--- src/rtl/adder_bist_driver_pkg.sv ---
// Shared definitions for the adder self-test driver: FSM state encodings
// and the derived vector width.
package adder_bist_driver_pkg;

   typedef enum logic [2:0] {
      ST_IDLE   = 3'd0,
      ST_DRIVE  = 3'd1,
      ST_WAIT   = 3'd2,
      ST_SAMPLE = 3'd3,
      ST_DONE   = 3'd4
   } bist_state_e;

   localparam int SETTLE_CNT_W = 4;

   // Packed {c_in,b,a} vector width for a given operand width.
   function automatic int vec_width(input int width);
      return 2 * width + 1;
   endfunction

endpackage

--- src/rtl/adder_vec_gen.sv ---
// Exhaustive operand sequencer: vector counter, terminal flag and the
// registered operands presented to the adder under test.
module adder_vec_gen
   import adder_bist_driver_pkg::*;
#(
   parameter int WIDTH = 4
) (
   input  logic             clk_i,
   input  logic             reset_i,
   input  logic             clr_i,
   input  logic             step_i,
   input  logic             load_i,
   output logic [WIDTH-1:0] a_o,
   output logic [WIDTH-1:0] b_o,
   output logic             c_in_o,
   output logic             last_o
);

   localparam int VEC_W = vec_width(WIDTH);
   localparam logic [VEC_W-1:0] VEC_ONE  = {{(VEC_W-1){1'b0}}, 1'b1};
   localparam logic [VEC_W-1:0] VEC_LAST = {VEC_W{1'b1}};

   logic [VEC_W-1:0] vec_r;

   // Vector counter and operand registers; operands only change on load.
   always_ff @(posedge clk_i or posedge reset_i) begin
      if (reset_i) begin
         vec_r  <= {VEC_W{1'b0}};
         a_o    <= {WIDTH{1'b0}};
         b_o    <= {WIDTH{1'b0}};
         c_in_o <= 1'b0;
      end else begin
         if (clr_i) begin
            vec_r <= {VEC_W{1'b0}};
         end else if (step_i) begin
            vec_r <= vec_r + VEC_ONE;
         end
         if (load_i) begin
            {c_in_o, b_o, a_o} <= vec_r;
         end
      end
   end

   assign last_o = (vec_r == VEC_LAST);

endmodule

--- src/rtl/adder_bist_driver.sv ---
// Self-test initiator for a WIDTH-bit adder: sweeps every {c_in,b,a}
// combination, checks {c_out,sum}, counts mismatches, keeps the first failure.
module adder_bist_driver
   import adder_bist_driver_pkg::*;
#(
   parameter int WIDTH  = 4,
   parameter int SETTLE = 1,
   parameter int ERR_W  = 10
) (
   input  logic                         clk_i,
   input  logic                         reset_i,
   input  logic                         start_i,
   output logic [WIDTH-1:0]             a_o,
   output logic [WIDTH-1:0]             b_o,
   output logic                         c_in_o,
   input  logic [WIDTH-1:0]             sum_i,
   input  logic                         c_out_i,
   output logic                         busy_o,
   output logic                         done_o,
   output logic                         pass_o,
   output logic [ERR_W-1:0]             err_cnt_o,
   output logic                         fail_valid_o,
   output logic [vec_width(WIDTH)-1:0]  fail_vec_o,
   output logic [WIDTH:0]               fail_got_o
);

   localparam int VEC_W = vec_width(WIDTH);
   localparam bit HAS_WAIT = (SETTLE > 0);
   localparam logic [SETTLE_CNT_W-1:0] SETTLE_LAST =
      SETTLE_CNT_W'((SETTLE > 0) ? SETTLE - 1 : 0);
   localparam logic [SETTLE_CNT_W-1:0] SETTLE_ONE = {{(SETTLE_CNT_W-1){1'b0}}, 1'b1};
   localparam logic [ERR_W-1:0] ERR_ONE = {{(ERR_W-1){1'b0}}, 1'b1};
   localparam logic [ERR_W-1:0] ERR_MAX = {ERR_W{1'b1}};

   function automatic logic [WIDTH:0] add_ref(input logic [WIDTH-1:0] a,
                                              input logic [WIDTH-1:0] b,
                                              input logic             c);
      return {1'b0, a} + {1'b0, b} + {{WIDTH{1'b0}}, c};
   endfunction

   bist_state_e             state_r;
   logic [SETTLE_CNT_W-1:0] settle_cnt_r;
   logic                    busy_r, done_r, pass_r, fail_valid_r;
   logic [ERR_W-1:0]        err_cnt_r;
   logic [VEC_W-1:0]        fail_vec_r;
   logic [WIDTH:0]          fail_got_r;

   logic                    clr_s, step_s, load_s, last_s;
   logic [WIDTH:0]          got_s;
   logic                    mismatch_s;
   logic [ERR_W-1:0]        err_next_s;

   adder_vec_gen #(.WIDTH(WIDTH)) u_vec_gen (
      .clk_i   (clk_i),
      .reset_i (reset_i),
      .clr_i   (clr_s),
      .step_i  (step_s),
      .load_i  (load_s),
      .a_o     (a_o),
      .b_o     (b_o),
      .c_in_o  (c_in_o),
      .last_o  (last_s)
   );

   // Sequencer strobes derived from the current state.
   always_comb begin
      clr_s  = 1'b0;
      step_s = 1'b0;
      load_s = 1'b0;
      if ((state_r == ST_IDLE) || (state_r == ST_DONE)) begin
         clr_s = start_i;
      end else if (state_r == ST_DRIVE) begin
         load_s = 1'b1;
      end else if (state_r == ST_SAMPLE) begin
         step_s = ~last_s;
      end else begin
         clr_s = 1'b0;
      end
   end

   // Result comparison and saturating error increment.
   always_comb begin
      got_s      = {c_out_i, sum_i};
      mismatch_s = (got_s != add_ref(a_o, b_o, c_in_o));
      if (mismatch_s && (err_cnt_r != ERR_MAX)) begin
         err_next_s = err_cnt_r + ERR_ONE;
      end else begin
         err_next_s = err_cnt_r;
      end
   end

   // Sweep FSM with settle counter, error counter and first-fail capture.
   always_ff @(posedge clk_i or posedge reset_i) begin
      if (reset_i) begin
         state_r      <= ST_IDLE;
         settle_cnt_r <= {SETTLE_CNT_W{1'b0}};
         busy_r       <= 1'b0;
         done_r       <= 1'b0;
         pass_r       <= 1'b0;
         err_cnt_r    <= {ERR_W{1'b0}};
         fail_valid_r <= 1'b0;
         fail_vec_r   <= {VEC_W{1'b0}};
         fail_got_r   <= {(WIDTH+1){1'b0}};
      end else begin
         case (state_r)
            ST_IDLE, ST_DONE: begin
               if (start_i) begin
                  state_r      <= ST_DRIVE;
                  settle_cnt_r <= {SETTLE_CNT_W{1'b0}};
                  busy_r       <= 1'b1;
                  done_r       <= 1'b0;
                  pass_r       <= 1'b0;
                  err_cnt_r    <= {ERR_W{1'b0}};
                  fail_valid_r <= 1'b0;
                  fail_vec_r   <= {VEC_W{1'b0}};
                  fail_got_r   <= {(WIDTH+1){1'b0}};
               end
            end
            ST_DRIVE: begin
               settle_cnt_r <= {SETTLE_CNT_W{1'b0}};
               state_r      <= HAS_WAIT ? ST_WAIT : ST_SAMPLE;
            end
            ST_WAIT: begin
               if (settle_cnt_r == SETTLE_LAST) begin
                  settle_cnt_r <= {SETTLE_CNT_W{1'b0}};
                  state_r      <= ST_SAMPLE;
               end else begin
                  settle_cnt_r <= settle_cnt_r + SETTLE_ONE;
               end
            end
            ST_SAMPLE: begin
               err_cnt_r <= err_next_s;
               if (mismatch_s && !fail_valid_r) begin
                  fail_valid_r <= 1'b1;
                  fail_vec_r   <= {c_in_o, b_o, a_o};
                  fail_got_r   <= got_s;
               end
               if (last_s) begin
                  state_r <= ST_DONE;
                  busy_r  <= 1'b0;
                  done_r  <= 1'b1;
                  pass_r  <= (err_next_s == {ERR_W{1'b0}});
               end else begin
                  state_r <= ST_DRIVE;
               end
            end
            default: begin
               state_r <= ST_IDLE;
               busy_r  <= 1'b0;
               done_r  <= 1'b0;
            end
         endcase
      end
   end

   assign busy_o       = busy_r;
   assign done_o       = done_r;
   assign pass_o       = pass_r;
   assign err_cnt_o    = err_cnt_r;
   assign fail_valid_o = fail_valid_r;
   assign fail_vec_o   = fail_vec_r;
   assign fail_got_o   = fail_got_r;

endmodule

--- config.mk ---
export PLATFORM = sky130hd
export DESIGN_NAME = adder_bist_driver
export DESIGN_NICKNAME = d
export VERILOG_FILES = /design/src/rtl/adder_bist_driver_pkg.sv /design/src/rtl/adder_vec_gen.sv /design/src/rtl/adder_bist_driver.sv
export SDC_FILE = /design/constraint.sdc
export NUM_CORES = 1
export LEC_CHECK = 0
export ABC_AREA = 1
export BUFFER_PORTS_ARGS = -buffer_cell sky130_fd_sc_hd__clkbuf_2
export CAP_MARGIN = 20
export CORE_ASPECT_RATIO = 0.75
export CORE_MARGIN = 5
export CORE_UTILIZATION = 40
export CTS_BUF_LIST = sky130_fd_sc_hd__clkbuf_4 sky130_fd_sc_hd__clkbuf_8
export DETAILED_ROUTE_END_ITERATION = 6
export PLACE_DENSITY = 0.69
export SKIP_CTS_REPAIR_TIMING = 1
export SYNTH_ARGS = -nofsm -noshare
export SYNTH_HDL_FRONTEND = slang
export SYNTH_HIERARCHICAL = 1
export SYNTH_SLANG_ARGS = --single-unit
--- constraint.sdc ---
create_clock -name clk_i -period 3.2 [get_ports clk_i]
set_input_delay 0.16 -clock clk_i [delete_from_list [all_inputs] [get_ports clk_i]]
set_output_delay 0.16 -clock clk_i [all_outputs]
set_load 0.02 [all_outputs]
Yosys cells after proc, flatten, opt, wreduce, memory -nomap -nowiden --
Index checks and enable logic that the tools add are counted.
Operators by class: add/sub/neg operators 5, $mul 0, divide/modulo/power cells 0, $lt $le $gt $ge 0, equal/unequal tests 11, shift operators 0, multiplexer cells 34, bitwise logic cells 2, reduce and logical (&&, ||, !) cells 18
Operators by type and width (count):
- 2-to-1 mux 9 bit | 4
- 2-to-1 mux 10 bit | 2
- case mux 10 bit (2 select lines) | 1
- case mux 9 bit (2 select lines) | 1
- 2-to-1 mux 1 bit | 12
- case mux 3 bit (4 select lines) | 1
- case mux 4 bit (3 select lines) | 1
- adder 10 x 1 -> 10 bit, second input constant | 1
- logical NOT 10 bit | 1
- 2-to-1 mux 5 bit | 2
- inequality test 10 bit, second input constant | 1
- case mux 5 bit (2 select lines) | 1
- adder 9 x 1 -> 9 bit, second input constant | 1
- == test 9 bit, second input constant | 1
- 2-to-1 mux 3 bit | 3
- AND reduction 3 bit | 3
- 2-to-1 mux 4 bit | 2
- == test 3 x 2 -> 1 bit, second input constant | 2
- inequality test 2 bit, second input constant | 3
- case mux 1 bit (3 select lines) | 2
- AND reduction 2 bit | 3
- adder 4 x 4 -> 5 bit | 1
- adder 5 x 1 -> 5 bit | 1
- inequality test 5 bit | 1
- other kinds (14) | 19
Storage, ports and cells: bits in registers 53, bits in latches 0, bits in writable memories 0, bits in read-only memories 0, input bits 8, output and inout bits 37, word-level logic and storage cells 83, memories kept 0

Depth between registers and ports, before layout --
Gate-level depths: netlist of run 1.
depth in word-level cells 8, depth in mapped cells 20, mapped depth without buffers 19

Hierarchy --
The synthesis of run 1 kept the hierarchy.
Modules (own cells, without submodules):
- adder_bist_driver | instances 1, cells an instance 274, area an instance 2107.0 um2, sequential area each 875.8 um2
- adder_vec_gen | instances 1, cells an instance 92, area an instance 829.5 um2, sequential area each 450.4 um2

Worst setup path before layout of run 1 --
No wires, ideal clock.
path kind register -> register, start register u_vec_gen.a_o[0], end register pass_r, in the netlist pass_o, setup time 0.117 ns, data arrival time 2.513 ns, data required time 3.083 ns, setup slack 0.570 ns, cell stages (with the launch flop) 18, buffers on the path 1, clock period less this slack 2.630 ns, cells stage by stage dfrtp_1 > inv_1 > fa_1 > inv_1 > fa_1 > xnor2_1 > nand2_1 > nor2_2 > nand3_4 > nand2_4 > buf_8 > nand2_1 > nand2_1 > nor2_1 > nand2_1 > nor2_1 > nand2_1 > nand2_1
On the way: cells in the longest elaborated chain, start to end 8
Ends and longest elaborated chain:
- start, declared | RTL line adder_vec_gen.sv:13 | output logic [WIDTH-1:0] a_o,
- start signal, assigned | RTL line adder_vec_gen.sv:29 | a_o <= {WIDTH{1'b0}};
- start signal, assigned | RTL line adder_vec_gen.sv:39 | {c_in_o, b_o, a_o} <= vec_r;
- adder 4 x 4 -> 5 bit | RTL line adder_bist_driver.sv:38 | return {1'b0, a} + {1'b0, b} + {{WIDTH{1'b0}}, c};
- adder 5 x 1 -> 5 bit | RTL line adder_bist_driver.sv:38
- inequality test 5 bit | RTL line adder_bist_driver.sv:84 | mismatch_s = (got_s != add_ref(a_o, b_o, c_in_o));
- logical AND 1 bit | RTL line adder_bist_driver.sv:85 | if (mismatch_s && (err_cnt_r != ERR_MAX)) begin
- 2-to-1 mux 10 bit | RTL line adder_bist_driver.sv:85
- logical NOT 10 bit | RTL line adder_bist_driver.sv:142 | pass_r <= (err_next_s == {ERR_W{1'b0}});
- 2-to-1 mux 1 bit | RTL line adder_bist_driver.sv:138 | if (last_s) begin
- case mux 1 bit (2 select lines) | RTL line adder_bist_driver.sv:105 | case (state_r)
- end signal, assigned | RTL line adder_bist_driver.sv:142
- end, declared | RTL line adder_bist_driver.sv:43 | logic busy_r, done_r, pass_r, fail_valid_r;
Every way passes these cells. The select of a mux whose other input is x is not followed. A chain may end at the register's enable or synchronous reset.

Worst setup path in the final report of run 1 --
Same ends and word-level chain as after synthesis.

==> impl_results.md, run 1 <==
* Outcome: complete, no violations
* Worst-case clock buffer depth at 2
* LEAKAGE at 0.00178 µW
* Syn Nets at about 380
* Vias in the first global route at 2353
* Layout cells sized above 1 at between 10% and 20%
* Metal3 WL at about 360 µm
* Critical Path End: pass_o
* Hold WC Path Type: input port to flop
* Final critical-path share of the clock period at a little over four fifths
* # diodes at 0
* R2R cell count at 16
* Via density at between 4 and 5
* Tot Pwr at about 2700 µW
* Clock share of power at 13.8%
* Max-slew headroom at the worst pin at 52.1%
* DRT met1 WL at around 3300 µm
* CP Launch Point: u_vec_gen/a_o[0]
* Crit-path max FO at 13
* Commonest cells in the netlist: nand2_1, dfrtp_1, inv_1
* Hold Crit Depth at 3
* CTS tree: done
* Post-DR wirelength/cell at 12.8 µm
* VDD IR max at between 0.3 and 0.4 mV
* Worst r2r src: u_vec_gen/a_o[0]
* Length of routed met2 wiring at about 2900 µm
* Initial DRC Count at 122
* Delay-heaviest family, CP: simple AND/OR/NAND/NOR gates
* Clock sinks at 53
* Boundary Pins at 45
* Max-Cap Viols at 0
* Total track usage at 15.0%
* Final setup vio count at 0
* Critical path data arrival time at between 2 and 3 ns
* CP Capture Type: flop
* Area fraction of the dominant cell type after synthesis at between 40 and 50%
* Synth cell types at 34
* Most common cell on crit path: nand2_1
* R2R setup slack at 0.52 ns
* Top-count cell post-synth: nand2_1
* Critical path required time at between 3 and 4 ns
* Root buffer cell: clkbuf_8
* Vias post-DR at roughly 2400
* Crit path buffers/inverters at 2
* Final ANT Viol Nets at 0
* Slowest-stage cell, CP: fa_1
* Post-DP HPWL at between 4000 and 5000 µm
* TritonCTS buffer count at 5
* CP Depth at 16
* Syn Area/Cell at around 8 µm²
* Crit start category: flop
* Initial antenna violation count at 0
* Die Span X at around 110 µm
* CP Cell Sequence: inv_1 > fa_1 > inv_1 > fa_1 > xnor2_1 > nand2_1 > nor2_2 > nand3_4 > nand2_4 > nand2_1 > nand2_1 > nor2_1 > nand2_1 > nor2_1 > nand2_1 > nand2_1
* Count of flip-flops with a built-in enable after synthesis at 0
* Cell Pwr Density at between 800 and 900 nW/µm²
* Ys flop type: dfrtp_1
* Hold Vio Cnt, Final at 0
* Fin. max-slew vios at 0
* Sequential power share at a little under two fifths
* Yosys top cell by area: dfrtp_1
* Total grt overflow at 0
* Combinational power share at ~50%
* Die area at 9170 µm²
* Die Span Y at around 84 µm
* Fillers at roughly 750
* Switching portion of total power at 46.6%
* Cells after Synth at between 300 and 400
* Routed WL at 6590 µm
* First-pass GRT wire length at about 11000 µm
* Int Power at approximately 1400 µW
* Clk_lat worst skew at around 0.30 ns
* DRT Pass-1 Iters at 4
* DRC viols at 0
* Worst-margin pin slew at 0.718 ns
* Switch Pwr at between 1000 and 1500 µW
* Sum Neg Setup Slack at 0 ns
* Max incr delay on CP at 0.43 ns
* Fin crit period at approximately 2.7 ns
* Unrepaired setup endpoints after global routing: no
* Synth top area cells: dfrtp_1, nand2_1, inv_1
* Yosys warning count at 6
* Cell Area, Synth at 2940 µm²
* Nets at about 430
* PortBufs at 44
* FP Rows at 27
* Clock H-tree levels at 2
* Seq/Total Area, Yosys at ~45%
* RR Endpoint: pass_o
* CP Class: flop to flop
* Starting Density at between 40% and 50%
* Area grow syn2layout at 14.4%
* Post-synthesis register bit count at 53
* Asr flop ratio synth at between 90% and 100%
* Fmax at around 370 MHz
* Largest net degree at the start of global routing at 36
* Top layer in use: met4
* GPL Wtd Cong at roughly 0.84
* Clk_skew at 0.00331 ns
* CTS clock-pin slew for the worst setup and hold paths at approximately 0.10 ns
* Core Area at 7230 µm²
power by group through the flow:
stage               logic (µW)  registers, µW  clock network [µW]
floorplan                  832           1140                   0
global placement          1280           1010                   0
detailed placement        1310           1020                   0
CTS                       1320           1010                 391
global route              1490           1040                 421
finish                    1310           1010                 373
worst register-to-register path: cells and delay by family (launching register included):
| kind | cells | cell delay (ns) |
|---|---|---|
| AND/OR/NAND/NOR | 11 | 0.97 |
| buffers and inverters | 2 | 0.20 |
| flip-flops | 1 | 0.40 |
| adder cells (fa/ha/maj) | 2 | 0.85 |
| XOR/XNOR | 1 | 0.16 |
metal layers:
metal,vias to the layer above,GRT usage (%)
li1,1260,-
met2,36,22.5
met3,4,4.15
met5,-,0
met4,0,2.75
met1,1142,21.8
worst min path at each step:
| stage | startpoint | to | slack, ns |
|---|---|---|---|
| after global placement | reset_i | u_vec_gen/vec_r[3] | 0.29 |
| after detailed placement | reset_i | settle_cnt_r[1] | 0.30 |
| after floorplan | reset_i | u_vec_gen/a_o[0] | 0.1 |
| after global routing | c_out_i | fail_got_o[4] | 0.13 |
| after CTS | reset_i | settle_cnt_r[1] | -0.03 |
| final | sum_i[1] | fail_got_o[1] | 0.12 |
layout by cell type (no fill, tap or decap), types with 2 or more instances in the layout:
cell / count
a21oi_1: 13
nor2_1: 31
nor3_1: 5
o22ai_1: 2
o21ai_2: 2
nand3b_1: 3
mux2_2: 3
fa_1: 2
nor2_4: 2
ha_1: 8
nor2_2: 3
nand4_1: 4
nand2_1: 82
clkbuf_8: 5
clkinv_2: 2
nand3_1: 35
xor2_1: 8
dfrtp_1: 53
xnor2_1: 2
o21ai_0: 29
inv_1: 52
inv_2: 5
buf_4: 5
nand2_2: 4
clkbuf_2: 44
final cells by class:
cell class / instances / area [µm²] / area share, %
clock buffers: 5 / 68.8 / 2.05
clock inverters: 3 / 17.5 / 0.521
inverters: 57 / 214 / 6.37
multi-input cells: 247 / 1340 / 39.9
flip-flops and latches: 53 / 1330 / 39.5
well taps: 101 / 126 / 3.76
repair buffers: 50 / 268 / 7.97
sequential cells by signal, indices dropped and copies added, names as in the netlist:
signal            count
busy_o                1
u_vec_gen/a_o         4
fail_got_o            5
err_cnt_o            10
fail_vec_o            9
fail_valid_o          1
state_r               3
u_vec_gen/c_in_o      1
u_vec_gen/b_o         4
pass_o                1
done_o                1
settle_cnt_r          4
u_vec_gen/vec_r       9
per-stage QoR:
step           utilization (%)  instances  area, µm²  hold slack, ns  worst slack, ns
2_1_floorplan                -        366       2940          0.0986            0.570
3_3_place_gp              45.2        507       3260           0.288            0.607
3_5_place_dp              45.2        507       3260           0.304            0.536
4_1_cts                   46.3        515       3350         -0.0289            0.500
5_1_grt                   46.5        516       3360           0.125            0.255
6_report                  46.5        516       3360           0.124            0.525
kinds of logic after synthesis:
family	after synthesis	share of synthesized area [%]
AOI/OAI and AO/OA	47	8.35
xor gates and xnor gates	10	2.98
adders and majority gates	10	4.77
buffers and inverters	66	9.20
DFF	53	45.2
muxes	3	1.15
and+or+nand+nor	177	28.4
Note: power is estimated with default switching activity, not from simulation.
==> run 2, diff against run 1 <==
--- a/config.mk
+++ b/config.mk
@@ -5,7 +5,7 @@
 export SDC_FILE = /design/constraint.sdc
 export NUM_CORES = 1
 export LEC_CHECK = 0
-export ABC_AREA = 1
+export ABC_AREA = 0
 export BUFFER_PORTS_ARGS = -buffer_cell sky130_fd_sc_hd__clkbuf_2
 export CAP_MARGIN = 20
 export CORE_ASPECT_RATIO = 0.75
@@ -13,7 +13,7 @@
 export CORE_UTILIZATION = 40
 export CTS_BUF_LIST = sky130_fd_sc_hd__clkbuf_4 sky130_fd_sc_hd__clkbuf_8
 export DETAILED_ROUTE_END_ITERATION = 6
-export PLACE_DENSITY = 0.69
+export PLACE_DENSITY = 0.71
 export SKIP_CTS_REPAIR_TIMING = 1
 export SYNTH_ARGS = -nofsm -noshare
 export SYNTH_HDL_FRONTEND = slang
==> constraint.sdc (replaced) <==
create_clock -name clk_i -period 2.3 [get_ports clk_i]
set_input_delay 0.115 -clock clk_i [delete_from_list [all_inputs] [get_ports clk_i]]
set_output_delay 0.115 -clock clk_i [all_outputs]
set_load 0.02 [all_outputs]
==> impl_results.md, run 2 <==
* LEAKAGE at 0.00177 µW (-1.0%)
* Commonest cells in the netlist: nand2_1, dfrtp_1, o21ai_0
* Hold path startpoint: sum_i[3]
* Fmax at 324 MHz (-13%)
* Syn Nets at 328 (-15%)
* Nets at 404 (-6.5%)
* Post-Synth Adder-Cell Area at 4.80% (+0.033 points)
* CTS clock-pin slew for the worst setup and hold paths at 0.10 ns (about the same)
* Final ANT Viol Nets at 0 (unchanged)
* Reg area at 1330 µm² (+0.28%)
* Slowest-stage cell, CP: fa_2
* GPL Wtd Cong at 0.830 (-1.3%)
* Total grt overflow at 0 (unchanged)
* Max reg flops at 10 (unchanged)
* Die Span Y at 84.0 µm (-0.30%)
* R2R cell count at 12 (-4)
* Fin. max-slew vios at 0 (unchanged)
* Most frequent cells in the layout: nand2_1, dfrtp_1, clkbuf_2
* Yosys top cell by area: dfrtp_1
* CTS tree: done
* PortBufs at 44 (unchanged)
* Crit path buffers/inverters at 3 (+1)
* Yosys warning count at 6 (unchanged)
* Post-synthesis register bit count at 53 (unchanged)
* Crit start category: flop
* Switching portion of total power at 42.2% (-4.3 points)
* VDD IR max at 0.519 mV (+58%)
* Ys flop type: dfrtp_1
* Fillers at 688 (-7.7%)
* Top layer in use: met4
* Fin crit period at 3.09 ns (+0.414 ns)
* Cell Area, Synth at 2920 µm² (-0.68%)
* Starting Density at 40.3% (-0.28 points)
* Synth top area cells: dfrtp_1, nand2_1, o21ai_0
* Cell area after placement at 3510 µm² (+7.7%)
* Area fraction of the dominant cell type after synthesis at 45.5% (+0.31 points)
* Unrepaired setup endpoints after global routing: yes
* Max-Cap Viols at 0 (unchanged)
* Delay-heaviest family, CP: adder cells
* Hold Vio Cnt, Final at 0 (unchanged)
* PnR worst setup slack at -0.789 ns (-1.31 ns)
* # diodes at 0 (unchanged)
* Final setup vio count at 26 (+26)
* Multi-input gate area at 1590 µm² (+18%)
* Switch Pwr at 1700 µW (+36%)
* Vias post-DR at 2541 (+4.1%)
* Largest family of logic cells by synthesized area: simple AND/OR/NAND/NOR gates
* Fin area at 3720 µm² (+11%)
* TritonCTS buffer count at 5 (unchanged)
* Worst-case clock buffer depth at 2 (unchanged)
* CP Class: flop to flop
* Total track usage at 16.6% (+1.6 points)
* Crit-path max FO at 7 (-6)
* Max-slew headroom at the worst pin at 52.3% (+0.22 points)
* Cell Pwr Density at 1080 nW/µm² (+35%)
* Length of routed met2 wiring at 3240 µm (+13%)
* Worst r2r src: u_vec_gen/a_o[0]
* DRC viols at 0 (unchanged)
* Outcome: finished, violations left
* CP Capture Type: flop
* Commonest non-fill, non-tap cell in the layout: nand2_1
* Seq/Total Area, Yosys at 45.5% (+0.31 points)
* Metal3 WL at 392 µm (+8.0%)
* Core Area at 7230 µm² (unchanged)
* DRT Pass-1 Iters at 4 (unchanged)
* Area grow syn2layout at 27.5%
* Int Power at 2330 µW (+62%)
* Cells after Synth at 310 (-15%)
* Simple-Gate Fraction of Synth Area at 21.7% (-6.7 points)
* Min-Delay Endpoint: fail_got_o[3]
* Syn Area/Cell at 9.41 µm² (+17%)
* Critical path required time at 2.53 ns (-0.87 ns)
* Initial DRC Count at 80 (-34%)
* Die Span X at 109 µm (-0.31%)
* Root buffer cell: clkbuf_8
* Hold Crit Depth at 3 (unchanged)
* Failing checks: negative setup slack
* Max incr delay on CP at 0.46 ns (+0.03 ns)
* First-pass GRT wire length at 12200 µm (+8.3%)
* CP Cell Sequence: inv_2 > fa_2 > inv_2 > fa_2 > xnor2_2 > nand2_2 > nor4_4 > buf_6 > a21oi_4 > mux2_4 > o41a_1 > a311oi_2
* Die area at 9120 µm² (-0.61%)
* Initial antenna violation count at 0 (unchanged)
* Final critical-path share of the clock period at 134% (+51 points)
* RR Endpoint: pass_o
* Critical path data arrival time at 3.31 ns (+0.44 ns)
* Top-count cell post-synth: nand2_1
* Post-synthesis compound-gate area fraction at 14.4% (+6.1 points)
* Synth cell types at 54 (+59%)
* Clk_skew at 0.00752 ns (+0.00420 ns)
* Worst-margin pin slew at 0.714 ns (-0.00337 ns)
* Routed WL at 7110 µm (+8.0%)
* Count of flip-flops with a built-in enable after synthesis at 0 (unchanged)
* Layout cells sized above 1 at 34.6% (+15 points)
* Sequential power share at 35.5% (-1.9 points)
* Largest net degree at the start of global routing at 36 (unchanged)
* Multiplexer share of the synthesized area at 6.48% (+5.3 points)
* DRT met1 WL at 3370 µm (+1.4%)
* Boundary Pins at 45 (unchanged)
* Via density at 5.21 (+10%)
* Clock H-tree levels at 2 (unchanged)
* Post-DP HPWL at 5220 µm (+5.1%)
* Clk_lat worst skew at 0.31 ns (about the same)
* Tot Pwr at 4030 µW (+50%)
* R2R setup slack at -0.79 ns (-1.31 ns)
* Hold WC Path Type: input port to flop
* Clock sinks at 53 (unchanged)
* Post-DR wirelength/cell at 14.6 µm (+14%)
* Asr flop ratio synth at 100% (unchanged)
* Synth Area in XOR/XNOR at 3.86% (+0.88 points)
* Vias in the first global route at 2476 (+5.2%)
* Combinational power share at 48.1% (-0.7 points)
* FP Rows at 27 (unchanged)
* Clock share of power at 16.4% (+2.6 points)
-- run 2: cell count changes in the layout (fill, tap and decap cells not counted), sizes merged, moves of 5 or more --
cell	delta
inv	-46
buf	+31
nand2	-30
nand3	-27
nor2	-11
mux2	+9
and2	+6
and3	+6
mux2i	+5
-- run 2: worst register-to-register path, stage by stage, from the launching register on --
cell and delay, ns:
dfrtp_2 0.38, inv_2 0.04, fa_2 0.38, inv_2 0.07, fa_2 0.46, xnor2_2 0.19, nand2_2 0.08, nor4_4 0.26
buf_6 0.17, a21oi_4 0.07, mux2_4 0.31, o41a_1 0.41, a311oi_2 0.18
-- run 2: how the worst max path moves through the flow --
stage          cells past startpoint  endpoint  slack [ns]        startpoint
2_1_floorplan                     11    pass_o       -0.66  u_vec_gen/b_o[0]
3_3_place_gp                      11    pass_o       -0.67  u_vec_gen/b_o[0]
3_5_place_dp                      11    pass_o       -0.76  u_vec_gen/b_o[0]
4_1_cts                           11    pass_o       -0.79  u_vec_gen/b_o[0]
5_1_grt                           12    pass_o       -0.90  u_vec_gen/a_o[0]
6_report                          12    pass_o       -0.79  u_vec_gen/a_o[0]
-- run 2: final cells by class --
cell class | instances | share of cell area [%]
repair buffers | 81 | 14.0
well taps | 101 | 3.40
inverters | 11 | 1.11
multi-input cells | 234 | 42.7
clock inverters | 2 | 1.04
flip-flops and latches | 53 | 35.8
clock buffers | 6 | 2.05
-- run 2: metrics by stage --
stage                     instances  setup TNS (ns)  setup slack, ns  util, %  hold WS (ns)
final                           488           -9.99           -0.789     51.5        0.0289
after global routing            488          -13.33           -0.899     51.5        0.0267
after CTS                       486          -10.82           -0.795     50.2        -0.101
after detailed placement        478           -9.99           -0.764     48.6         0.252
after global placement          478           -7.85           -0.667     48.6         0.237
after floorplan                 310           -7.37           -0.664        -        0.0534
-- run 2: metal layers --
metal,vias up,GRT usage (%)
met5,-,0
met2,55,25.6
met1,1242,23.7
met4,0,4.01
li1,1232,-
met3,12,3.40
-- run 2: kinds of logic after synthesis --
logic type | count (synthesis)
AOI/OAI and AO/OA | 68
xor gates and xnor gates | 12
and+or+nand+nor | 127
muxes | 17
buffers and inverters | 23
DFF | 53
adders and majority gates | 10
-- run 2: power groups by stage --
stage / Clock [µW] / Sequential, µW / Combinational (µW)
6_report: 662 / 1430 / 1940
5_1_grt: 722 / 1470 / 2150
4_1_cts: 684 / 1420 / 1850
3_5_place_dp: 0 / 1440 / 1840
3_3_place_gp: 0 / 1430 / 1790
2_1_floorplan: 0 / 1580 / 1070
==> run 3, diff against run 2 <==
--- a/config.mk
+++ b/config.mk
@@ -14,7 +14,7 @@
 export CTS_BUF_LIST = sky130_fd_sc_hd__clkbuf_4 sky130_fd_sc_hd__clkbuf_8
 export DETAILED_ROUTE_END_ITERATION = 6
 export PLACE_DENSITY = 0.71
-export SKIP_CTS_REPAIR_TIMING = 1
+export SLEW_MARGIN = 20
 export SYNTH_ARGS = -nofsm -noshare
 export SYNTH_HDL_FRONTEND = slang
 export SYNTH_HIERARCHICAL = 1
==> impl_results.md, run 3 (synthesis gave the netlist of run 2 again) <==
* Via density at 5.27 (+1.3%)
* CTS clock-pin slew for the worst setup and hold paths at 0.10 ns (about the same)
* Hold WC Path Type: input port to flop
* Crit start category: flop
* Clock sinks at 53 (unchanged)
* R2R setup slack at -0.74 ns (+0.05 ns)
* Sum Neg Setup Slack at -13.09 ns (-3.09 ns)
* Worst r2r src: u_vec_gen/a_o[0]
* Max reg flops at 10 (unchanged)
* Boundary Pins at 45 (unchanged)
* TritonCTS buffer count at 5 (unchanged)
* Vias post-DR at 2621 (+3.1%)
* First-pass GRT wire length at 13100 µm (+7.2%)
* Final critical-path share of the clock period at 132% (-2.3 points)
* Layout cells sized above 1 at 42.4% (+7.8 points)
* Outcome: finished, violations left
* CP Capture Type: flop
* Critical path data arrival time at 3.27 ns (-0.04 ns)
* Fin crit period at 3.04 ns (-0.0525 ns)
* Max-Cap Viols at 0 (unchanged)
* Hold path startpoint: sum_i[3]
* Max-slew headroom at the worst pin at 52.3% (about the same)
* Die Span Y at 84.0 µm (unchanged)
* Hold Vio Cnt, Final at 0 (unchanged)
* Worst-case clock buffer depth at 2 (unchanged)
* Vias in the first global route at 2607 (+5.3%)
* Area grow syn2layout at 35.9%
* Fin. max-slew vios at 0 (unchanged)
* Clock H-tree levels at 2 (unchanged)
* Total track usage at 17.9% (+1.4 points)
* Critical path required time at 2.53 ns (about the same)
* Starting Density at 40.3% (unchanged)
* Hold Crit Depth at 3 (unchanged)
* PortBufs at 44 (unchanged)
* Fin cells at 497 (+1.8%)
* DP Cell Count at 478 (unchanged)
* Failing checks: negative setup slack
* Cell Pwr Density at 1110 nW/µm² (+2.2%)
* Crit-path max FO at 7 (unchanged)
* DRT Pass-1 Iters at 4 (unchanged)
* Initial DRC Count at 80 (unchanged)
* RR Endpoint: pass_o
* Min-Delay Endpoint: fail_got_o[3]
* Root buffer cell: clkbuf_8
* DRC viols at 0 (unchanged)
* Post-DP HPWL at 5220 µm (unchanged)
* Final ANT Viol Nets at 0 (unchanged)
* Final setup vio count at 26 (unchanged)
* VDD IR max at 0.568 mV (+9.3%)
* R2R cell count at 12 (unchanged)
* # diodes at 0 (unchanged)
* Most frequent cells in the layout: dfrtp_1, clkbuf_2, nand2_1
* LEAKAGE at 0.00189 µW (+6.7%)
* Routed WL at 7630 µm (+7.3%)
* Post-DR wirelength/cell at 15.4 µm (+5.4%)
* Nets at 413 (+2.2%)
* Initial antenna violation count at 0 (unchanged)
* Core Area at 7230 µm² (unchanged)
* Total grt overflow at 0 (unchanged)
* FP Rows at 27 (unchanged)
* PnR worst setup slack at -0.736 ns (+0.0525 ns)
* Layout Utilization at 54.8% (+3.4 points)
* Worst-margin pin slew at 0.715 ns (+0.000298 ns)
* Die area at 9120 µm² (unchanged)
* CP Class: flop to flop
* Die Span X at 109 µm (unchanged)
* Unrepaired setup endpoints after global routing: yes
* Fmax at 329 MHz (+1.7%)
* Largest net degree at the start of global routing at 36 (unchanged)
* Commonest non-fill, non-tap cell in the layout: dfrtp_1
* Clk_lat worst skew at 0.32 ns (about the same)
* GPL Wtd Cong at 0.830 (unchanged)
* CTS tree: done
* Clk_skew at 0.00834 ns (+0.000822 ns)
==> run 3: final cells by class <==
type	count	area, µm²
Fill cell	657	3270
Multi-Input combinational cell	234	1680
Sequential cell	53	1330
Timing Repair Buffer	90	672
Tap cell	101	126
Clock buffer	6	76.3
Inverter	11	41.3
Clock inverter	2	38.8
==> run 3: repair_timing <==
action	CTS	global route
hold endpoints to repair	53	0
cloned	3	0
setup endpoints to repair	26	26
pin swaps	25	4
hold buffers	1	0
setup buffers	4	5
gates resized for setup	60	10
==> run 3: where the power goes <==
group          leakage, µW  total [µW]  internal [µW]  switching (µW)
registers         0.000704        1430           1170             257
logic              0.00112        2290           1030            1260
clock network    0.0000588         664            339             325
total              0.00189        4380           2540            1850
==> run 3: worst max-delay path, stage by stage, from the launching register on <==
cell and delay, ns:
dfrtp_2 0.38, inv_2 0.04, fa_2 0.38, inv_2 0.07, fa_2 0.45, xnor2_2 0.16, nand2_2 0.08, nor4_4 0.26
buf_6 0.17, a21oi_4 0.07, mux2_4 0.30, o41a_1 0.41, a311oi_2 0.18
==> run 3: layer usage <==
layer	routed length, µm	up-vias	global-route usage, %
met1	3530	1293	25.1
met2	3630	66	28.5
met4	80	0	4.13
li1	-	1251	-
met3	391	11	3.40
met5	0	-	0
==> run 3: worst max path at each step <==
stage / from / to / slack [ns]
after floorplan: u_vec_gen/b_o[0] / pass_o / -0.66
after global placement: u_vec_gen/b_o[0] / pass_o / -0.67
after detailed placement: u_vec_gen/b_o[0] / pass_o / -0.76
after CTS: u_vec_gen/a_o[0] / pass_o / -0.78
after global routing: u_vec_gen/a_o[0] / pass_o / -0.85
final: u_vec_gen/a_o[0] / pass_o / -0.74
==> run 3: through the flow <==
| stage | cell area (µm²) | worst slack (ns) | total power [µW] | hold slack (ns) |
|---|---|---|---|---|
| after CTS | 3890 | -0.784 | 4310 | 0.0328 |
| final | 3960 | -0.736 | 4380 | 0.0326 |
| after detailed placement | 3510 | -0.764 | 3280 | 0.252 |
| after global routing | 3960 | -0.850 | 4690 | 0.0370 |
| after global placement | 3510 | -0.667 | 3220 | 0.237 |
| after floorplan | 2960 | -0.664 | 2650 | 0.0534 |
